`src/rtl/intrusion_detector.sv`:
```
// Intrusion detector: synchronised, debounced sensors feeding an alarm FSM.
// Ports: clk, rst (sync active-low), arm/code_ok/code_bad pulses,
//   raw door/window/motion/tamper inputs;
//   intruder_detected, system_compromised, armed (all registered).
module intrusion_detector #(
  parameter int DEBOUNCE_CYCLES = 4,
  parameter int EXIT_DELAY      = 16,
  parameter int ENTRY_DELAY     = 16,
  parameter int MAX_FAIL        = 3
) (
  input  logic clk,
  input  logic rst,
  input  logic arm,
  input  logic code_ok,
  input  logic code_bad,
  input  logic door_sensor,
  input  logic window_sensor,
  input  logic motion_sensor,
  input  logic tamper,
  output logic intruder_detected,
  output logic system_compromised,
  output logic armed
);

  localparam int MAXD = (EXIT_DELAY > ENTRY_DELAY) ?
                        EXIT_DELAY : ENTRY_DELAY;
  localparam int TW = $clog2(MAXD + 1);
  localparam int CW = (DEBOUNCE_CYCLES > 1) ?
                      $clog2(DEBOUNCE_CYCLES) : 1;
  localparam int FW = $clog2(MAX_FAIL + 1);

  typedef enum logic [2:0] {
    S_DIS,
    S_EXIT,
    S_ARMED,
    S_ENTRY,
    S_ALARM
  } state_e;

  // bit 0 door, 1 window, 2 motion, 3 tamper
  logic [3:0]    raw;
  logic [3:0]    s1_q, s2_q;
  logic [3:0]    deb_q, deb_d;
  logic [CW-1:0] cnt_q [4];
  logic [CW-1:0] cnt_d [4];

  state_e        state_q, state_d;
  logic [TW-1:0] timer_q, timer_d;
  logic [FW-1:0] fail_q, fail_d;
  logic          comp_q, comp_d;
  logic          intr_q, armed_q;

  logic ok;
  logic wm;

  assign raw = {tamper, motion_sensor, window_sensor, door_sensor};

  // Count cycles the synced level disagrees with the accepted one;
  // any agreement restarts the count.
  always_comb begin
    deb_d = deb_q;
    for (int i = 0; i < 4; i++) begin
      cnt_d[i] = '0;
      if (s2_q[i] != deb_q[i]) begin
        if (cnt_q[i] == CW'(DEBOUNCE_CYCLES - 1)) begin
          deb_d[i] = s2_q[i];
        end else begin
          cnt_d[i] = cnt_q[i] + 1'b1;
        end
      end
    end
  end

  // A simultaneous bad code overrides a good one.
  assign ok = code_ok & ~code_bad;
  assign wm = deb_q[1] | deb_q[2];

  always_comb begin
    state_d = state_q;
    timer_d = timer_q;
    unique case (state_q)
      S_DIS: begin
        if (arm && !ok) begin
          state_d = S_EXIT;
          timer_d = TW'(EXIT_DELAY);
        end
      end
      S_EXIT: begin
        if (ok) begin
          state_d = S_DIS;
        end else if (timer_q <= TW'(1)) begin
          state_d = S_ARMED;
          timer_d = '0;
        end else begin
          timer_d = timer_q - 1'b1;
        end
      end
      S_ARMED: begin
        if (ok) begin
          state_d = S_DIS;
        end else if (wm) begin
          state_d = S_ALARM;
        end else if (deb_q[0]) begin
          state_d = S_ENTRY;
          timer_d = TW'(ENTRY_DELAY);
        end
      end
      S_ENTRY: begin
        if (ok) begin
          state_d = S_DIS;
        end else if (wm || timer_q <= TW'(1)) begin
          state_d = S_ALARM;
          timer_d = '0;
        end else begin
          timer_d = timer_q - 1'b1;
        end
      end
      S_ALARM: begin
        if (ok) state_d = S_DIS;
      end
      default: begin
        state_d = S_DIS;
        timer_d = '0;
      end
    endcase
  end

  always_comb begin
    fail_d = fail_q;
    if (code_bad) begin
      if (fail_q != FW'(MAX_FAIL)) fail_d = fail_q + 1'b1;
    end else if (code_ok) begin
      fail_d = '0;
    end
    comp_d = comp_q | (fail_q == FW'(MAX_FAIL)) | deb_q[3];
  end

  always_ff @(posedge clk) begin
    if (!rst) begin
      s1_q    <= '0;
      s2_q    <= '0;
      deb_q   <= '0;
      for (int i = 0; i < 4; i++) cnt_q[i] <= '0;
      state_q <= S_DIS;
      timer_q <= '0;
      fail_q  <= '0;
      comp_q  <= 1'b0;
      intr_q  <= 1'b0;
      armed_q <= 1'b0;
    end else begin
      s1_q    <= raw;
      s2_q    <= s1_q;
      deb_q   <= deb_d;
      for (int i = 0; i < 4; i++) cnt_q[i] <= cnt_d[i];
      state_q <= state_d;
      timer_q <= timer_d;
      fail_q  <= fail_d;
      comp_q  <= comp_d;
      intr_q  <= (state_d == S_ALARM);
      armed_q <= (state_d != S_DIS);
    end
  end

  assign intruder_detected  = intr_q;
  assign system_compromised = comp_q;
  assign armed              = armed_q;

endmodule

```
`config.mk`:
```
export PLATFORM = sky130hd
export DESIGN_NAME = intrusion_detector
export DESIGN_NICKNAME = d
export VERILOG_FILES = /design/src/rtl/intrusion_detector.sv
export SDC_FILE = /design/constraint.sdc
export NUM_CORES = 1
export LEC_CHECK = 0
export ABC_AREA = 1
export CORE_UTILIZATION = 34
export CTS_CLUSTER_SIZE = 25
export DETAILED_ROUTE_END_ITERATION = 10
export GPL_TIMING_DRIVEN = 0
export MAX_ROUTING_LAYER = met4
export PLACE_DENSITY_LB_ADDON = 0.1
export SYNTH_ARGS = -nofsm -noshare
export SYNTH_HDL_FRONTEND = slang
export SYNTH_SLANG_ARGS = --single-unit
```
`constraint.sdc`:
```
create_clock -name clk -period 2.8 [get_ports clk]
set_input_delay 0.28 -clock clk [delete_from_list [all_inputs] [get_ports clk]]
set_output_delay 0.28 -clock clk [all_outputs]
set_load 0.02 [all_outputs]
```
After elaboration in Yosys (flattened, before gate mapping). Memories as Yosys holds them, arrays and structs flattened. Index checks and enable logic that the tools add are counted.

$add $sub $neg: 6. $lt $le $gt $ge: 1. Eq/ne operators: 22. Multiplexer cells: 36. Bitwise gates (word level): 10. Reduce and logical (&&, ||, !) cells: 12.

Operator list (count): 2-to-1 mux 5 bit (8); 2-to-1 mux 2 bit (15); 2-to-1 mux 3 bit (9); case mux 5 bit (5 select lines) (1); case mux 3 bit (5 select lines) (1); != test 2 bit, second input constant (7); adder 2 x 1 -> 2 bit, second input constant (5); equality test 2 bit, second input constant (5); AND reduction 2 bit (5); bitwise OR 1 bit (7); AND reduction 7 bit (1); equality test 3 x 2 -> 1 bit, second input constant (2); equality test 3 bit, second input constant (2); less-or-equal comparator 5 x 1 -> 1 bit, second input constant (1); subtractor 5 x 1 -> 5 bit, second input constant (1); != test 1 bit (4); equality test 3 x 1 -> 1 bit, second input constant (1); logical NOT 3 bit (1); nonzero test 3 bit (1); 2-to-1 mux 1 bit (2); != test 2 x 1 -> 1 bit, second input constant (1); NOT 1 bit (2); nonzero test 2 bit (1); AND 1 bit (1); 3 further kinds (3).

Register bits after elaboration: 25. Memory bits (writable): 8. Input port bits: 9. Output and inout bits: 3. Memories: 1.

Memories: cnt_q (depth 4, bits a word 2, rd ports 4, clocked after memory_dff 0, write ports 4, line 44) `logic [CW-1:0] cnt_q [4];`.

Logic depth before layout (Yosys ltp).
Depth in word-level cells: 7. Depth in mapped cells: 11.

Worst setup path before layout. OpenSTA, ideal clock, no wires.

Kind: flip-flop to flip-flop. From: reg timer_q[1]. To: reg armed_q (netlist: armed). Setup time: 0.114 ns. Arrival: 1.201 ns. Required time: 2.686 ns. Path slack: 1.485 ns. Cell stages (with the launch flop): 12. Buffers on the path: 0. Clock period less this slack: 1.315 ns. Cells stage by stage: dfxtp_1 -> inv_1 -> ha_1 -> o21bai_1 -> nand2_2 -> nand2_1 -> nand2_1 -> nand2_1 -> nand2_1 -> nand2_1 -> inv_1 -> nand2_1.

Longest elaborated chain between the ends: 6. Elaborated cells on any way between the ends: 8.

Ends and longest elaborated chain: start, declared (line 48) `logic [TW-1:0] timer_q, timer_d;`; start signal, assigned (line 156) `timer_q <= timer_d;`; less-or-equal comparator 5 x 1 -> 1 bit (*) (line 91, 111); logical OR 1 bit (line 111) `end else if (wm || timer_q <= TW'(1)) begin`; 2-to-1 mux 3 bit (line 111); 2-to-1 mux 3 bit (line 109) `if (ok) begin`; case mux 3 bit (5 select lines) (*) (line 81) `unique case (state_q)`; nonzero test 3 bit (*) (line 160) `armed_q <= (state_d != S_DIS);`; end signal, assigned (line 160); end, declared (line 51) `logic intr_q, armed_q;`.

Mark *: on every way between the ends. The rest lies on a longest branch, timed or not. A chain may end at the register's enable or synchronous reset.

Worst setup path after layout.
From: reg comp_q (netlist: system_compromised). To: out system_compromised.

RTL lines: start, declared (line 50) `logic comp_q, comp_d;`; start signal, assigned (line 158) `comp_q <= comp_d;`; end, declared (line 21) `output logic system_compromised,`.

No word-level cell between the ends.

==> qor.txt <==
Vias post-DR: 1259
Seq/Total Area, Yosys: 0.431
Final ANT Viol Nets: 0
Fin cells: 281
Post-CTS Setup Inserts: 0
WP data arrival: 1.21 ns
FF-to-FF End: armed
Drt pass-1 iters: 4
FILL cells: 461
Residual DRC: 0
Number of buffers and inverters on the critical path: 1
Worst-Margin Slew: 0.545 ns
Wirelength per Cell: 9.72 µm
Final hold vios: 0
Area growth from synthesis to layout: 18.2%
RSZ-0062 raised after global routing: no
Max Freq: 0.669 GHz
Count of final setup violators: 0
RR Startpoint: timer_q[1]
Clk_lat worst skew: 0.28 ns
Crit end category: output pin
Slew Viols, Final: 0
Placed cells: 274
Hold depth: 2
Yosys top cell by area: dfxtp_1
R2R Setup Slk: 1.33 ns
Final net count: 245
Root buf cell: clkbuf_8
# IOs: 12
Die Span Y: 69.2 µm
Min-delay src: s1_q[3]
Clock Pin Slew Worst Setup and Hold Paths: 0.06 ns
Post-layout total power: 1.06 mW
Worst path required time: 2.52 ns
TritonCTS clock tree: done
Synth Cell Area: 1530 µm²
Total die area: 4780 µm²
Netlist cell types: 24
Layout cell share with drive strength beyond 1: 0.114
First-pass GRT wire length: 4970 µm
Resized Gates After CTS: 0
Max stage delay cell, worst path: clkdlybuf4s50_1
Final setup TNS: 0 ns
Initial antenna violation count: 0
Final WL: 2730 µm
Syn Inst Count: 211
Largest net degree at the start of global routing: 11
Max FO, Critical Path: 2
Num CTS Buffers: 5
Post-DP HPWL: 2060 µm
Relative slew slack: 0.637
Vias in the first global route: 1142
CTS Buffer Depth: 2
Area contributors post-synth: dfxtp_1, nand2_1, inv_1
Synth top area share: 0.431
Kind of critical path: flip-flop to output pin
Minimum clock period after layout: 1.49 ns
Starting density of the core: 0.352
Sink Count: 33
Gr usage total: 0.137
CP Launch Type: flip-flop
Leakage: 0.893 nW
Post-Syn Nets: 227
# diodes: 0
Peak VDD IR: 273 µV
Largest stage delay on the critical path: 0.60 ns
Routability congestion estimate: 0.785
Max Clock Skew: 0.00689 ns
CP Cell Sequence: clkdlybuf4s50_1
Status: finished clean
Worst R2R Path Depth: 11
Max cap viols: 0
Synthesis Warnings: 0
Worst path top cell family by delay: buffers and inverters
Tightest Hold Check Type: flip-flop to flip-flop
Vias per cell: 4.48
Post-route clock period utilization: 0.533
Die width: 69.2 µm
1st-iter DRT viols: 29
# H-tree levels: 2
Synth Register Bits: 33
Final Util: 0.416
Gr ovfl total: 0
Row count: 24
Hold path endpoint: s2_q[3]
PwrDens: 586 nW/µm²
IO Port Bufs: 11
Post-synthesis area per instance: 7.27 µm²
Core Region: 4350 µm²
Post-CTS Hold Fix Bufs: 0
==> metrics by stage <==
stage          hold slack (ns)  cell area, µm²  worst slack, ns
3_5_place_dp             0.398            1710             1.01
6_report                 0.410            1810             1.31
2_1_floorplan            0.378            1530             1.49
3_3_place_gp             0.393            1710            0.998
5_1_grt                  0.432            1810             1.12
4_1_cts                  0.413            1810             1.29
==> layer usage <==
| layer | track usage | share of wire | vias to the layer above |
|---|---|---|---|
| met4 | 0.0612 | 0.020 | 0 |
| li1 | - | - | 686 |
| met1 | 0.171 | 0.52 | 548 |
| met3 | 0.0494 | 0.038 | 7 |
| met5 | - | 0 | - |
| met2 | 0.198 | 0.42 | 18 |
==> registers in the layout, summed over array words and instances (netlist names) <==
register / count
timer_q: 5
s2_q: 4
fail_q: 2
system_compromised: 1
cnt_q: 8
s1_q: 4
armed: 1
intruder_detected: 1
state_q: 3
deb_q: 4
==> cell families (layout without fill, tap and decap cells) <==
group | count (synthesis) | after routing | share of synthesized area
and+or+nand+nor | 93 | 93 | 0.275
AOI/OAI and AO/OA | 31 | 31 | 0.118
DFF | 33 | 33 | 0.431
adders and majority gates | 7 | 7 | 0.0571
xor gates and xnor gates | 1 | 1 | 0.00571
buffers and inverters | 46 | 64 | 0.113
==> area by class of cell <==
cell class                      instances  area, µm²  share of cell area
Buffer                                  2       8.76             0.00483
Clock buffer                            5       68.8              0.0380
Clock inverter                          2       35.0              0.0193
Inverter                               44        165              0.0911
Multi-Input combinational cell        132        699               0.386
Sequential cell                        33        661               0.364
Tap cell                               52       65.1              0.0359
Timing Repair Buffer                   11        110              0.0607
==> where the power goes <==
part	switching, mW	internal [mW]
Sequential	0.0118	0.489
Combinational	0.0824	0.0550
Clock	0.165	0.258
==> synthesized netlist by cell type, drive strengths merged <==
library cell,instances
buf,2
o21bai,1
ha,7
nand3,8
nand2,47
or2,1
nor2,34
a21oi,14
o211ai,5
dfxtp,33
o21ai,11
nand4,3
inv,44
xor2,1
==> cell usage in the layout (no fill, tap or decap), types with 7 or more instances in the layout <==
master / netlist / routed
o21ai_0: 8 / 8
nand3_1: 7 / 7
nor2_1: 28 / 28
ha_1: 7 / 7
nand2_1: 43 / 43
a21oi_1: 13 / 13
inv_1: 40 / 40
clkdlybuf4s50_1: 0 / 11
dfxtp_1: 33 / 33
==> worst max-delay path by stage <==
stage                             startpoint                 end  cells after the start
after global placement                   rst               armed                      5
after detailed placement                 rst               armed                      5
after floorplan                   timer_q[1]               armed                     11
after global routing              timer_q[1]               armed                     11
after CTS                 system_compromised  system_compromised                      1
final                     system_compromised  system_compromised                      1
==> tightest hold or removal path: stages (launching register included) <==
cell	delay (ns)
dfxtp_1	0.30
nand2_1	0.04
inv_1	0.04
No activity file was read; power rests on OpenSTA's default activity.
